--- config.mk ---
export PLATFORM = sky130hd
export DESIGN_NAME = demux16_write_sched
export DESIGN_NICKNAME = d
export VERILOG_FILES = /design/src/rtl/demux16_write_sched.sv
export SDC_FILE = /design/constraint.sdc
export NUM_CORES = 1
export LEC_CHECK = 0
export ABC_AREA = 1
export CAP_MARGIN = 30
export CORE_ASPECT_RATIO = 0.7
export CORE_UTILIZATION = 44
export CTS_BUF_LIST = sky130_fd_sc_hd__clkbuf_4
export CTS_CLUSTER_DIAMETER = 50
export DETAILED_ROUTE_END_ITERATION = 8
export PLACE_DENSITY = 0.89
export SYNTH_ARGS = -nofsm -noshare
export SYNTH_HDL_FRONTEND = slang
export SYNTH_SLANG_ARGS = --single-unit
export TNS_END_PERCENT = 1
--- constraint.sdc ---
create_clock -name clk -period 2.2 [get_ports clk]
set_input_delay 0.44 -clock clk [delete_from_list [all_inputs] [get_ports clk]]
set_output_delay 0.44 -clock clk [all_outputs]
set_load 0.02 [all_outputs]
--- src/rtl/demux16_write_sched.sv ---
`timescale 1ns/1ps
`default_nettype none
// ============================================================================
// Module   : demux16_write_sched
// Purpose  : Round-robin write scheduler for the 16-way word demultiplexer.
//            NREQ requesters offer (destination, data) pairs. One request at
//            a time is accepted into a single holding stage. The stage drives
//            the demux select and the demux input word. A one-hot load strobe
//            fires toward the held destination whenever that destination is
//            not busy.
// Ports    : clk        - clock; all state updates on the rising edge
//            rst_n      - synchronous active-low reset
//            req_valid  - per-requester pending write
//            req_dest   - per-requester destination index, 4 bits each
//            req_data   - per-requester data word, WIDTH bits each
//            req_ready  - one-hot grant (or zero), combinational
//            dest_busy  - per-destination "cannot load this cycle"
//            sel        - held destination index (demux select)
//            out_data   - held data word (demux input)
//            load_en    - one-hot load strobe toward sel, else zero
//            xfer_count - number of completed loads, wraps at 16 bits
// Revision : 1.0 - initial release
// ============================================================================
module demux16_write_sched #(
    parameter int WIDTH = 16,
    parameter int NREQ  = 4
) (
    input  logic                    clk,
    input  logic                    rst_n,
    input  logic [NREQ-1:0]         req_valid,
    input  logic [NREQ*4-1:0]       req_dest,
    input  logic [NREQ*WIDTH-1:0]   req_data,
    output logic [NREQ-1:0]         req_ready,
    input  logic [15:0]             dest_busy,
    output logic [3:0]              sel,
    output logic [WIDTH-1:0]        out_data,
    output logic [15:0]             load_en,
    output logic [15:0]             xfer_count
);

    localparam int c_ptr_w = (NREQ > 1) ? $clog2(NREQ) : 1;
    localparam logic [c_ptr_w:0]   c_nreq      = (c_ptr_w+1)'(NREQ);
    localparam logic [c_ptr_w-1:0] c_last_req  = c_ptr_w'(NREQ - 1);

    typedef enum logic [0:0] {
        ST_EMPTY = 1'b0,
        ST_FULL  = 1'b1
    } state_t;

    state_t              r_state;
    logic [3:0]          r_sel;
    logic [WIDTH-1:0]    r_data;
    logic [15:0]         r_count;
    logic [c_ptr_w-1:0]  r_rr_ptr;

    logic                w_complete;
    logic                w_can_accept;
    logic                w_grant;
    logic [c_ptr_w-1:0]  w_gidx;
    logic [3:0]          w_gdest;
    logic [WIDTH-1:0]    w_gdata;
    logic [c_ptr_w-1:0]  w_cand [NREQ];
    logic [3:0]          w_cand_dest [NREQ];
    logic [WIDTH-1:0]    w_cand_data [NREQ];

    // Held request leaves the stage this cycle. Reset masks it so that a
    // held transfer is dropped without ever strobing its destination.
    assign w_complete   = rst_n & (r_state == ST_FULL) & ~dest_busy[r_sel];
    assign w_can_accept = rst_n & ((r_state == ST_EMPTY) | w_complete);

    // Search order: candidate k is requester (rr_ptr + k) mod NREQ. Both
    // terms are below NREQ, so one conditional subtract performs the wrap.
    generate
        for (genvar gi = 0; gi < NREQ; gi++) begin : g_cand
            logic [c_ptr_w:0] w_sum;
            assign w_sum           = {1'b0, r_rr_ptr} + (c_ptr_w+1)'(gi);
            assign w_cand[gi]      = c_ptr_w'((w_sum >= c_nreq) ? (w_sum - c_nreq) : w_sum);
            assign w_cand_dest[gi] = req_dest[4*gi +: 4];
            assign w_cand_data[gi] = req_data[WIDTH*gi +: WIDTH];
        end
    endgenerate

    // First valid candidate in round-robin order wins.
    always_comb begin
        w_grant = 1'b0;
        w_gidx  = '0;
        w_gdest = '0;
        w_gdata = '0;
        if (w_can_accept) begin
            for (int k = 0; k < NREQ; k++) begin
                if (!w_grant && req_valid[w_cand[k]]) begin
                    w_grant = 1'b1;
                    w_gidx  = w_cand[k];
                    w_gdest = w_cand_dest[w_cand[k]];
                    w_gdata = w_cand_data[w_cand[k]];
                end
            end
        end
    end

    assign req_ready  = w_grant ? (NREQ'(1) << w_gidx) : '0;
    assign load_en    = w_complete ? (16'd1 << r_sel) : 16'd0;
    assign sel        = r_sel;
    assign out_data   = r_data;
    assign xfer_count = r_count;

    always_ff @(posedge clk) begin
        if (!rst_n) begin
            r_state  <= ST_EMPTY;
            r_sel    <= '0;
            r_data   <= '0;
            r_count  <= '0;
            r_rr_ptr <= '0;
        end else begin
            if (w_complete) begin
                r_count <= r_count + 16'd1;
            end
            if (w_grant) begin
                r_state  <= ST_FULL;
                r_sel    <= w_gdest;
                r_data   <= w_gdata;
                r_rr_ptr <= (w_gidx == c_last_req) ? '0 : (w_gidx + 1'b1);
            end else if (w_complete) begin
                r_state  <= ST_EMPTY;
            end
        end
    end

endmodule
`default_nettype wire
==> impl_results.md, run 1 <==
* Setup crit end: req_ready[3]
* Die footprint at between 0.01 and 0.015 mm^2
* Sw power at around 5.5 mW
* VDD IR max at about 0.00079 V
* FMAX at around 360 MHz
* Worst reg2reg path depth at 12
* Syn_nets at around 1100
* Placer congestion estimate at ~0.95
* Async S/R FF share, synth at 0%
* Post-Syn Area at between 0.005 and 0.006 mm^2
* Gate Count Post-Synth at around 1000
* Nets at 1314
* Comb power frac at a little over four fifths
* GRT Residual Overflow at 0
* EDFF count, synth at 0
* Tcrit/Tclk final at 125.8%
* CP required at 1.76 ns
* Critical R2R Capture: out_data[0]
* DPL Wire Length at ~12 mm
* Power Total at between 9 and 10 mW
* Final setup viols at 23
* Most frequent CP cell: nand2_4
* #FFs+latches synth at 39
* Final min period at approximately 2.8 ns
* CTS Hold Buffers Added at 0
* Num CTS Buffers at 5
* Routed WL per cell at 12.52 um
* Clock share of power at around 5.1%
* Tightest Pin Transition at about 0.84 ns
* Synth area leader: nand2_1
* Synth-to-layout area growth at 45.95%
* Total wire length at 17.03 mm
* Clk pin slew, worst setup/hold paths at 0.14 ns
* Final Hold Vio Count at 0
* Clock root cell: clkbuf_4
* Flop-to-flop setup slack at -0.12 ns
* Hold Crit Class: reg2reg
* Final Skew at about 0.020 ns
* Total Routing Usage GR at between 20% and 30%
* Commonest cells in the netlist: nand2_1, nor2_1, o21ai_0
* Sequential power share at 11.2%
* Sw Share at 56.07%
* Skew-Pair Late Insertion Delay at about 0.36 ns
* CP Class: reg2out
* Crit end category: output pin
* R2R Path Start: r_rr_ptr[0]
* Port Buffers at 157
* Pwr dens at around 1300 mW/mm^2
* Main synth FF type: dfxtp_1
* # IOs at 158
* RSZ-0062 raised after global routing: yes
* Die width at approximately 130 um
* Vias in the first global route at between 6000 and 7000
* CTS tree: done
* Core area at between 0.01 and 0.015 mm^2
* Max Cap Viol at 0
* Failing checks: setup timing
* Initial antenna violation count at 0
* CTS Sinks at 39
* Setup TNS at -3.625 ns
* Leakage at about 3.8 nW
* H-tree levels at 2
* Initial core utilization at between 40 and 50%
* Rel. slew slack at 43.98%
* Number of routed nets with antenna violations at 0
* DRT Pass-1 Iters at 5
* Site Rows at 32
* Vias at between 6000 and 7000
* Number of diodes at 0
* Critical Path, Cell by Cell: buf_12, nand2_4, nand2_4, nand2_4, nand2_4, nor2_8, nand2_4, inv_4, nand2_4, a31oi_4, nand2_2, inv_2, ha_4, inv_2, nor2_4, buf_6
* Power Internal at 4.279 mW
* Worst Path Max Fanout at 6
* Drt drc at 0
* CP max stage delay at just over 0.4 ns
* HP Start: out_data[10]
* First-pass GRT wire length at ~28 mm
* First DRT Iteration DRCs at between 600 and 700
* Die Ht at ~92 um
* Share of cells above drive strength 1 at between 10% and 20%
* Critical Path AT at around 2.3 ns
* Clock Path Buffers at 2
* Synth Area per Inst at between 4 and 5 um^2
* Seq/Total Area, Yosys at between 15 and 20%
* Critical-path top delay cell: dfxtp_4
* Slew Viols, Final at 0
* Fillers at 1013
* Count leader, synth: nand2_1
* Worst setup startpoint: r_rr_ptr[0]
* Ys Warns at 0
* DR vias/cell at between 5 and 6
* Status: complete, but fails checks
* Top post-synthesis cells by area: nand2_1, dfxtp_1, o21ai_0
* Yosys cell types at 31
* Final worst slack at -0.5672 ns
* Synth top area share at 38.43%
* Startpoint types: flop
* Pin count of the biggest net entering global routing at approximately 110
-- cells by family after synthesis --
group                      synth area share, %
and+or+nand+nor                          54.97
buffers and inverters                    12.96
adders and majority gates                1.241
AOI/OAI and AO/OA                        13.95
DFF                                      15.49
xor gates and xnor gates                 1.390
-- through the flow --
stage | setup WS [ns] | area [um^2] | hold slack [ns] | cells | utilization (%)
detailed placement | -1.106 | 7032 | 0.4560 | 1339 | 63.40
global route | -0.7147 | 7356 | 0.5138 | 1361 | 66.32
finish | -0.5672 | 7356 | 0.4873 | 1361 | 66.32
CTS | -0.5315 | 7247 | 0.4725 | 1358 | 65.34
global placement | -1.039 | 7032 | 0.4524 | 1339 | 63.40
floorplan | -0.1022 | 5117 | 0.5409 | 1033 | -
-- power by group through the flow --
stage                     registers (mW)  logic [mW]  clock network [mW]
after floorplan                     1.22        5.00                   0
after global placement              1.08        7.25                   0
after detailed placement            1.08        7.40                   0
after CTS                           1.09        7.75               0.504
after global routing                1.12        9.03               0.536
final                               1.09        8.15               0.495
-- what timing repair did --
item	in CTS	in global routing
endpoints found under the setup margin	23	37
cloned	1	0
buffers inserted	10	3
pin swaps	20	11
resized for setup	133	25
-- metal layers --
layer,vias up,share of wire [%],wire [um],track usage [%]
met5,-,0,0,0
met4,0,2.2,374,8.430
met3,35,8.5,1446,5.834
met2,287,45,7698,48.22
met1,3053,44,7514,36.36
li1,3543,-,-,-
-- critical path, delay by kind of cell (launching register included) --
family / cells / cell delay [ns]
adders and majority gates: 1 / 0.14
DFF: 1 / 0.41
AOI/OAI and AO/OA: 1 / 0.16
buffers and inverters: 5 / 0.50
and+or+nand+nor: 9 / 0.73
-- registers in the layout, indices dropped and copies added, names as in the netlist --
| signal | count |
|---|---|
| r_rr_ptr | 2 |
| r_state | 1 |
| sel | 4 |
| xfer_count | 16 |
| out_data | 16 |
-- area by class of cell --
type / instances / area, um^2 / share of cell area, %
Clock buffer: 5 / 37.54 / 0.5103
Clock inverter: 3 / 43.79 / 0.5953
Inverter: 90 / 345.3 / 4.695
Multi-Input combinational cell: 842 / 3839 / 52.19
Sequential cell: 39 / 793.3 / 10.78
Tap cell: 153 / 191.4 / 2.602
Timing Repair Buffer: 228 / 2102 / 28.58
Timing Repair inverter: 1 / 3.754 / 0.05103
-- worst min path at each step --
stage	endpoint	slack (ns)	cells past startpoint
floorplan	out_data[6]	0.54	2
global placement	out_data[6]	0.45	2
detailed placement	out_data[6]	0.46	2
CTS	out_data[6]	0.47	2
global route	out_data[4]	0.51	2
finish	out_data[10]	0.49	2
-- placed cells by master (no fill, tap or decap), types with 2 or more instances in the layout --
cell type        instances
clkbuf_4                 5
nor2_1                  86
xor2_1                   6
dfxtp_4                  3
o21ai_4                  2
nor4_1                   2
buf_12                   3
buf_6                    6
dfxtp_1                 35
o221ai_1                 4
nor2_4                   2
nand2_2                 12
xnor2_1                  2
nand3_1                 67
nand2_4                 14
ha_4                     2
nor2_2                   4
dlygate4sd2_1            4
inv_2                   11
nand3_4                  3
buf_4                   75
nor3_1                   3
o21ai_0                 90
nand2_1                495
nand4_1                  2
clkdlybuf4s50_1        133
a21oi_1                 37
buf_2                    6
inv_1                   78
ha_1                     3
(Power assumes the default switching activity.)
==> inputs of run 2 (changes only) <==
ABC_AREA = 0   (was 1)
CORE_ASPECT_RATIO = 0.8   (was 0.7)
CORE_UTILIZATION = 43   (was 44)
==> run 2 against run 1 <==
  * Non-clock buffer count increased by 26
  * Core utilization increased by 4.2 points
  * Worst hold slack got worse by 0.019 ns
  * Register-to-register slack got worse by 0.31 ns
  * Critical path type is now in2out
  * Largest cell class unchanged
  * Final cell count decreased by 34%
  * The run still ends with setup timing left
  * Global-route usage increased by 0.42 points
  * Worst setup slack improved by 0.023 ns
  * Largest power group unchanged
==> impl_results.md, run 2 <==
* Vias in the first global route at 5376 (-15%)
* H-tree levels at 2 (unchanged)
* Crit end category: output pin
* Die Ht at 94.98 um (+3.8%)
* Final min period at 2.744 ns (-0.02281 ns)
* Dpl ws at -1.135 ns (-0.02853 ns)
* EDFF count, synth at 0 (unchanged)
* First-pass GRT wire length at 26.25 mm (-5.7%)
* Seq. cell area at 799.5 um^2 (+0.79%)
* Fillers at 759 (-25%)
* Worst Path Max Fanout at 5 (-1)
* Worst setup startpoint: dest_busy[10]
* Synth top area share at 16.80% (-22 points)
* Pwr dens at 1059 mW/mm^2 (-20%)
* Site Rows at 33 (+3.1%)
* Ys Warns at 0 (unchanged)
* Clk pin slew, worst setup/hold paths at 0.11 ns (-0.03 ns)
* DPL Wire Length at 12.02 mm (-0.41%)
* Failing checks: setup timing
* WHS at 0.4679 ns (-0.01942 ns)
* Sw power at 3.397 mW (-38%)
* Drt drc at 0 (unchanged)
* Max Cap Viol at 0 (unchanged)
* Total Routing Usage GR at 29.02% (+0.42 points)
* Skew-Pair Late Insertion Delay at 0.36 ns (about the same)
* Sequential power share at 15.5% (+4.3 points)
* Final Cell Area at 0.007310 mm^2 (-0.63%)
* CTS Hold Buffers Added at 0 (unchanged)
* Post-Syn Area at 0.004647 mm^2 (-7.8%)
* Port Buffers at 157 (unchanged)
* Most common cell after layout, fill and taps aside: clkdlybuf4s50_1
* R2R Path Start: r_rr_ptr[0]
* # IOs at 158 (unchanged)
* Yosys cell types at 51 (+65%)
* Sw Share at 43.90% (-12 points)
* Share of cells above drive strength 1 at 34.44% (+21 points)
* Placer congestion estimate at 0.9127 (-3.8%)
* Num CTS Buffers at 5 (unchanged)
* Worst reg2reg path depth at 7 (-5)
* Multi-input logic area at 0.003810 mm^2 (-0.75%)
* Setup crit end: req_ready[1]
* Pin count of the biggest net entering global routing at 33 (-69%)
* Syn_nets at 652 (-43%)
* Core area at 0.01036 mm^2 (-6.6%)
* Seq/Total Area, Yosys at 16.80% (+1.3 points)
* Cell Area, Placed at 0.006850 mm^2 (-2.6%)
* Nets at 861 (-34%)
* Tcrit/Tclk final at 124.7% (-1.0 points)
* Rel. slew slack at 28.98% (-15 points)
* Most frequent cells in the layout: clkdlybuf4s50_1, buf_4, nand2_1
* Initial core utilization at 44.84% (-0.60 points)
* Clock share of power at 6.2% (+1.1 points)
* Most frequent CP cell: and2_4
* Synth-to-layout area growth at 57.30%
* Clock Path Buffers at 2 (unchanged)
* Number of diodes at 0 (unchanged)
* Startpoint types: primary input
* Tightest Pin Transition at 1.057 ns (+0.2169 ns)
* CP Class: in2out
* Final setup viols at 35 (+52%)
* Async S/R FF share, synth at 0% (unchanged)
* CTS Sinks at 39 (unchanged)
* CP max stage delay at 0.42 ns (about the same)
* Routed WL per cell at 18.54 um (+48%)
* Main synth FF type: dfxtp_1
* DR vias/cell at 6.141 (+21%)
* VDD IR max at 0.0004685 V (-41%)
* Critical Path, Cell by Cell: clkdlybuf4s50_1, mux2_4, o22ai_4, o21ai_4, a31oi_4, and2_4, ha_2, and2_4, buf_6
* RSZ-0062 raised after global routing: yes
* #FFs+latches synth at 39 (unchanged)
* Slew Viols, Final at 0 (unchanged)
* First DRT Iteration DRCs at 499 (-18%)
* Commonest cells in the netlist: nand2_1, mux2i_1, mux2_2
* Vias at 5496 (-21%)
* Flop-to-flop setup slack at -0.43 ns (-0.31 ns)
* Final Skew at 0.01545 ns (-0.004223 ns)
* Number of routed nets with antenna violations at 0 (unchanged)
* Die width at 118.2 um (-9.0%)
* Critical Path AT at 2.30 ns (-0.03 ns)
* Total wire length at 16.59 mm (-2.6%)
* Synth area leader: dfxtp_1
* CP required at 1.76 ns (about the same)
* Hold Crit Class: reg2reg
* Gate Count Post-Synth at 545 (-47%)
* Die footprint at 0.01123 mm^2 (-5.6%)
* FMAX at 364.4 MHz (+0.83%)
* Power Total at 7.738 mW (-21%)
* Final Hold Vio Count at 0 (unchanged)
* Clock root cell: clkbuf_4
* Leakage at 2.718 nW (-28%)
* Comb power frac at 78.4% (-5.3 points)
* Critical-path top delay cell: clkdlybuf4s50_1
* Status: complete, but fails checks
* Synth Area per Inst at 8.527 um^2 (+75%)
* Power Internal at 4.341 mW (+1.5%)
* Final worst slack at -0.5444 ns (+0.02281 ns)
* GRT Residual Overflow at 0 (unchanged)
* Initial antenna violation count at 0 (unchanged)
* CTS tree: done
* DRT Pass-1 Iters at 7 (+2)
* Critical R2R Capture: out_data[4]
* Top post-synthesis cells by area: dfxtp_1, mux4_2, mux2_2
* Count leader, synth: nand2_1
## run 2: cell types whose count changed after synthesis, moves of 32 or more
cell	before	now
a21oi_1	37	5
o21ai_0	90	23
nand2_1	516	65
inv_1	85	21
nand3_1	69	15
mux2_2	0	45
nor2_1	92	32
mux2i_1	0	47
## run 2: cell families after synthesis
| kind of cell | share of synthesized area (%) |
|---|---|
| flip-flops | 16.80 |
| XOR/XNOR | 0.1885 |
| multiplexers | 34.60 |
| AND/OR/NAND/NOR | 18.07 |
| adder cells (fa/ha/maj) | 1.346 |
| buffers and inverters | 7.943 |
| AO/OA/AOI/OAI | 21.06 |
## run 2: area by class of cell
type	instances	share of cell area, %
clock buffers	5	0.5135
well taps	140	2.396
repair buffers	254	32.42
inverters	21	1.078
flip-flops and latches	39	10.94
multi-input cells	433	52.12
clock inverters	3	0.5306
## run 2: metal layers
layer / wire [um] / vias to the layer above / global-route usage (%) / part of all wire [%]
met4: 445 / 0 / 11.11 / 2.7
met2: 8203 / 320 / 53.28 / 49
met1: 6731 / 2614 / 34.51 / 41
li1: - / 2510 / - / -
met3: 1210 / 52 / 4.167 / 7.3
met5: 0 / - / 0 / 0
## run 2: critical path, delay by kind of cell
kind	cells	cell delay, ns
simple gates	2	0.31
fa+ha+maj	1	0.17
compound gates	3	0.55
buf+inv	2	0.53
mux	1	0.30
## run 2: metrics by stage
step	setup TNS, ns	utilization [%]	std cells
after floorplan	-3.183	-	545
after global routing	-13.16	70.53	895
after global placement	-32.44	66.10	876
after CTS	-9.002	69.03	892
final	-10.74	70.53	895
after detailed placement	-35.80	66.10	876
## run 2: timing repair
item	in CTS	in global routing
gates resized for setup	157	38
cloned	0	0
setup endpoints to repair	51	50
pin swaps	12	7
setup buffers	8	3
## run 2: worst min-delay path by stage
stage | from | end | slack [ns] | depth (start not counted)
6_report | out_data[6] | out_data[6] | 0.47 | 2
5_1_grt | rst_n | r_state | 0.49 | 4
4_1_cts | out_data[15] | out_data[15] | 0.47 | 2
3_5_place_dp | out_data[15] | out_data[15] | 0.46 | 2
3_3_place_gp | out_data[2] | out_data[2] | 0.45 | 2
2_1_floorplan | out_data[0] | out_data[0] | 0.53 | 2
## run 2: power by group through the flow
stage	combinational (mW)	clock (mW)	sequential [mW]
final	6.06	0.478	1.20
after global routing	6.44	0.519	1.22
after CTS	5.67	0.482	1.18
after detailed placement	5.18	0	1.18
after global placement	4.99	0	1.17
after floorplan	3.28	0	1.27
==> edit 1 (flow settings as in run 2) <==
Register the output `xfer_count` once more, without a reset; this adds one clock of latency there. The other outputs are not delayed to match.
--- a/src/rtl/demux16_write_sched.sv
+++ b/src/rtl/demux16_write_sched.sv
@@ -103,5 +103,7 @@
     assign sel        = r_sel;
     assign out_data   = r_data;
-    assign xfer_count = r_count;
+    always_ff @(posedge clk) begin
+        xfer_count <= r_count;
+    end
 
     always_ff @(posedge clk) begin
Check against the original RTL: not equivalent (Yosys sat finds a counterexample within 4 cycles, from zero or initial values and one cycle with rst_n low).
==> edit 1 against run 2 <==
  * The flow still finishes with violations (setup timing)
  * Total power fell by 13%
  * Register-to-register slack better by 0.15 ns
  * Design area rose by 2.0%
  * Sequential cell count rose by 16
  * Sequential power is 23% higher
  * Critical path depth is 1 lower
  * Synthesized area is 8.6% higher
  * Wire length is 0.64% lower
  * Worst setup slack got worse by 0.34 ns
  * Core utilization fell by 3.7 points
  * Largest power group unchanged
==> edit 1: results (changes against run 2) <==
IO Port Bufs 157 (unchanged); failing checks setup timing; Crit path arrival time 2.65 ns (+0.35 ns); placed cell count 854 (-2.5%); async set or reset register ratio after synthesis 0% (unchanged); initial DRC count 550 (+10%); Ys Warns 0 (unchanged); crit-path max FO 6 (+1); number of global-route vias before repair 5315 (-1.1%); flop2flop setup slack -0.28 ns (+0.15 ns); antenna diode count 0 (unchanged); min-delay src r_count[15]; Non-Filler Instances 866 (-3.2%); Root Driver clkbuf_4; Clock Path Buffers 2 (unchanged); DR pass1 iterations 6 (-1); Num CTS Buffers 5 (unchanged); # fillers 828 (+9.1%); dpl hpwl 12600 um (+4.7%); VDD IR max 0.000439 V (-6.3%); syn nets 629 (-3.5%); Area contributors post-synth mux4_2 (22%), dfxtp_1 (22%), mux2_2 (7.6%); routability-driven placement congestion ratio 0.852 (-6.6%); post-synthesis cell type count 63 (+24%); vias per inst 6.29 (+2.5%); Worst Reg2Reg Path Length in Cells 6 (-1); Hold Path Stages 0 (-2); fin nets 828 (-3.8%); worst setup margin -0.885 ns (-0.341 ns); FF-to-FF Start r_rr_ptr[0]; Pleak 2.61 nW (-3.8%); status complete, but fails checks; Critical R2R Capture sel[1]; All-Layer GR Usage 27.1% (-1.9 points); HP Class reg -> reg; share of the yosys chip area belonging to registers 21.8% (+5.0 points); Total Wirelength 16500 um (-0.64%); Mapped Cells 522 (-4.2%); share of post-route cells with drive strength above 1 32.4% (-2.0 points); first-pass GRT wire length 26500 um (+1.1%); H-tree levels 2 (unchanged); total gr overflow 0 (unchanged); Clock Skews 0.0165 ns (+0.00110 ns); commonest cells in the synthesized netlist dfxtp_1 (55), mux4_2 (49), nand2_1 (49), nor2_1 (37), mux2_2 (34); largest net degree at the start of global routing 52 (+58%); final setup fails 42 (+20%); Least-Margin Pin Slew 0.938 ns (-0.119 ns); Clk pin slew, worst setup/hold paths 0.18 ns (+0.07 ns); initial antenna violation count 0 (unchanged); end of the worst hold path xfer_count[15]; Clk Latency, worst-skew pair 0.38 ns (+0.02 ns)
==> edit 1: cell types whose count changed in the layout (fill, tap and decap cells not counted), sizes merged, moves of 12 or more <==
cell     delta
a221oi     +12
o21ai      -15
dfxtp      +16
inv        -16
a21oi      +12
mux4       +21
a2111oi    -13
buf        -18
mux2i      -26
nand2      -15
==> edit 1: logic make-up after synthesis <==
kind of cell             after synthesis  share of synthesized area, %
multiplexers                         104                          33.9
AND/OR/NAND/NOR                      167                          17.1
flip-flops                            55                          21.8
buffers and inverters                 54                          4.98
adder cells (fa/ha/maj)                5                          1.24
AO/OA/AOI/OAI                        137                          21.0
==> edit 1: cell type report <==
type	instances	area, um^2	share of cell area (%)
Clock buffer	5	37.5	0.504
Clock inverter	3	27.5	0.369
Inverter	5	18.8	0.252
Multi-Input combinational cell	413	3840	51.6
Sequential cell	55	1110	15.0
Tap cell	144	180	2.42
Timing Repair Buffer	241	2230	29.9
==> edit 1: critical path: stages (launching register included) <==
cell	delay [ns]
dfxtp_4	0.44
mux4_2	0.54
mux2i_4	0.27
or2_4	0.19
nand4_4	0.10
o21ba_4	0.28
ha_4	0.13
and3_4	0.19
buf_6	0.11
==> edit 1: worst max path at each step <==
stage	from	to	slack (ns)	cells past startpoint
4_1_cts	sel[1]	req_ready[1]	-0.89	8
3_5_place_dp	dest_busy[11]	req_ready[3]	-1.36	9
2_1_floorplan	sel[1]	req_ready[3]	-0.40	8
5_1_grt	sel[1]	req_ready[3]	-1.02	8
6_report	sel[1]	req_ready[1]	-0.89	8
3_3_place_gp	dest_busy[8]	req_ready[3]	-1.33	9
==> edit 1: layer usage <==
metal  part of all wire [%]  vias up  global-route usage [%]
met3                    7.4       38                    4.28
met1                     41     2619                    34.3
met4                    2.2        0                    8.62
met5                      0        -                       0
met2                     49      310                    46.8
li1                       -     2483                       -
==> edit 1: per-stage QoR <==
stage / instance area, um^2 / setup TNS, ns / power, mW / setup WS [ns] / hold slack (ns)
4_1_cts: 7410 / -13.62 / 6.66 / -0.885 / 0.391
2_1_floorplan: 5110 / -4.18 / 4.34 / -0.397 / 0.343
6_report: 7450 / -14.40 / 6.73 / -0.885 / 0.386
5_1_grt: 7450 / -19.17 / 7.14 / -1.02 / 0.403
3_5_place_dp: 7270 / -35.40 / 6.06 / -1.36 / 0.369
3_3_place_gp: 7270 / -33.02 / 5.88 / -1.33 / 0.355
==> edit 1: where the power goes <==
part	switching [mW]	internal [mW]
Sequential	0.248	1.23
Combinational	2.28	2.50
Clock	0.343	0.135
Total	2.87	3.86
==> edit 1: timing repair <==
| item | CTS | global route |
|---|---|---|
| pin swaps | 5 | 1 |
| hold buffers | 0 | 0 |
| resized for setup | 122 | 7 |
| setup buffers | 2 | 2 |
| endpoints found under the setup margin | 41 | 49 |
==> edit 2 (settings of run 2) <==
Made on the original files. Set the parameter `WIDTH` to 18 (it was 16).
--- a/src/rtl/demux16_write_sched.sv
+++ b/src/rtl/demux16_write_sched.sv
@@ -23,5 +23,5 @@
 // ============================================================================
 module demux16_write_sched #(
-    parameter int WIDTH = 16,
+    parameter int WIDTH = 18,
     parameter int NREQ  = 4
 ) (
Interface: changed (resized out_data and req_data); port bits go from 158 to 168. No check against the original RTL was run, so the function may have changed too.
==> edit 2 against run 2 <==
  * The run still ends with setup timing left
  * Total power fell by 7.6%
  * Critical path type is now reg -> out
  * Synthesized area grew 6.5%
  * First-iteration DRC count is 54% lower
  * Largest cell class unchanged
  * Wire length shrank 4.8%
  * Highest routed layer unchanged
  * Sequential cell count rose by 2
  * Design area grew 1.7%
  * Largest power group unchanged
  * Clock power down 17%
  * Worst setup slack better by 0.019 ns
==> edit 2: results (changes against run 2) <==
Crit path arrival time 2.29 ns; Clock Path Buffers 2 (unchanged); Area contributors post-synth mux4_2 (28%), dfxtp_1 (17%), mux2_2 (5.2%); Total Wirelength 15800 um (-4.8%); via count 5320 (-3.2%); syn nets 645 (-1.1%); final setup fails 33 (-5.7%); worst setup margin -0.526 ns (+0.0186 ns); Pleak 2.64 nW (-2.9%); Ys Warns 0 (unchanged); dpl hpwl 12000 um (about the same); share of post-route cells with drive strength above 1 32.3% (-2.2 points); Clock Skews 0.00796 ns (-0.00749 ns); end of the worst hold path out_data[15]; commonest cells in the synthesized netlist mux4_2 (62), nand2_1 (49), dfxtp_1 (41), a21oi_1 (36), o21ai_0 (31); max reg flops 18; IO Port Bufs 167 (+6.4%); Num CTS Buffers 5 (unchanged); All-Layer GR Usage 26.2% (-2.8 points); first-pass GRT wire length 25400 um (-3.3%); failing checks setup timing; share of the yosys chip area belonging to registers 16.6% (-0.21 points); Sum Neg Setup Slack -8.87 ns (+1.88 ns); Cell Int Power 4.06 mW (-6.5%); Hold Path Stages 2 (unchanged); fin nets 836 (-2.9%); DR pass1 iterations 5 (-2); status complete, but fails checks; Clk Latency, worst-skew pair 0.36 ns (about the same); worst rel slew slack 61.5% (+33 points); placed instance area 7190 um^2 (+5.0%); Critical-path top delay cell mux4_2; dpl ws -1.05 ns (+0.0892 ns); initial DRC count 228 (-54%); VDD IR max 0.000485 V (+3.5%); Clk pin slew, worst setup/hold paths 0.14 ns (+0.03 ns); initial antenna violation count 2 (+2); flop2flop setup slack -0.22 ns (+0.21 ns); Critical Path Max Stage Delay 0.52 ns (+0.10 ns); Critical R2R Capture xfer_count[7]; family with the most delay on the worst path multiplexers; largest net degree at the start of global routing 50 (+52%); routability-driven placement congestion ratio 0.844 (-7.6%); H-tree levels 2 (unchanged); crit-path max FO 5 (unchanged); post-synthesis cell type count 58 (+14%); FF-to-FF Start sel[2]; min-delay src out_data[15]
edit 2: cell count changes in the layout (fill, tap and decap cells not counted), moves of 15 or more:
cell	delta
nand2_1	-15
mux2i_1	-23
buf_4	-28
a221oi_1	+15
mux2_2	-19
a21boi_0	-15
a21oi_1	+30
mux4_2	+34
edit 2: power by group through the flow:
stage                     Combinational, mW  Clock, mW  Sequential [mW]
final                                  5.61      0.395             1.14
after CTS                              5.52      0.408             1.14
after global routing                   6.03      0.443             1.17
after floorplan                        3.67          0             1.28
after global placement                 5.17          0             1.15
after detailed placement               5.36          0             1.16
edit 2: routing by layer:
metal	up-vias	share of wire, %	global-route usage, %
li1	2482	-	-
met1	2596	41	31.9
met2	227	52	47.7
met3	15	6.6	4.03
met4	0	0.91	6.46
met5	-	0	0
edit 2: area by class of cell:
class / instances / area [um^2]
fillers: 849 / 3590
flip-flops and latches: 41 / 837
inverters: 12 / 47.5
diodes: 2 / 5.00
well taps: 144 / 180
clock inverters: 3 / 17.5
clock buffers: 5 / 37.5
repair buffers: 235 / 2240
multi-input cells: 426 / 4060
edit 2: cell families after synthesis:
group	Yosys count	synth area share, %
mux	109	38.3
xor+xnor	5	0.885
simple gates	157	16.2
flops	41	16.6
buf+inv	63	6.47
fa+ha+maj	5	1.26
compound gates	150	20.3
edit 2: worst register-to-register path: stages (launching register included):
cell and delay [ns]:
dfxtp_4 0.43, mux2_2 0.37, o22ai_4 0.15, o21bai_4 0.14, buf_4 0.18, a2111o_2 0.58, or3_1 0.36, a21oi_2 0.15
edit 2: metrics by stage:
stage	instances	hold WS [ns]
after floorplan	530	0.542
after global placement	856	0.466
final	868	0.485
after detailed placement	856	0.470
after CTS	865	0.490
after global routing	868	0.536
edit 2: what timing repair did:
item                       in CTS  in global routing
hold buffers                    0                  0
pin swaps                      11                  8
setup endpoints to repair      51                 51
setup buffers                   1                  1
resized for setup             128                 28
edit 2: worst max path at each step:
stage / startpoint / end / slack, ns / cells after the start
2_1_floorplan: sel[1] / req_ready[1] / -0.15 / 10
3_3_place_gp: dest_busy[11] / req_ready[2] / -0.99 / 10
3_5_place_dp: req_valid[0] / req_ready[1] / -1.05 / 10
4_1_cts: sel[1] / req_ready[1] / -0.54 / 10
5_1_grt: sel[2] / req_ready[1] / -0.61 / 9
6_report: sel[1] / req_ready[1] / -0.53 / 10
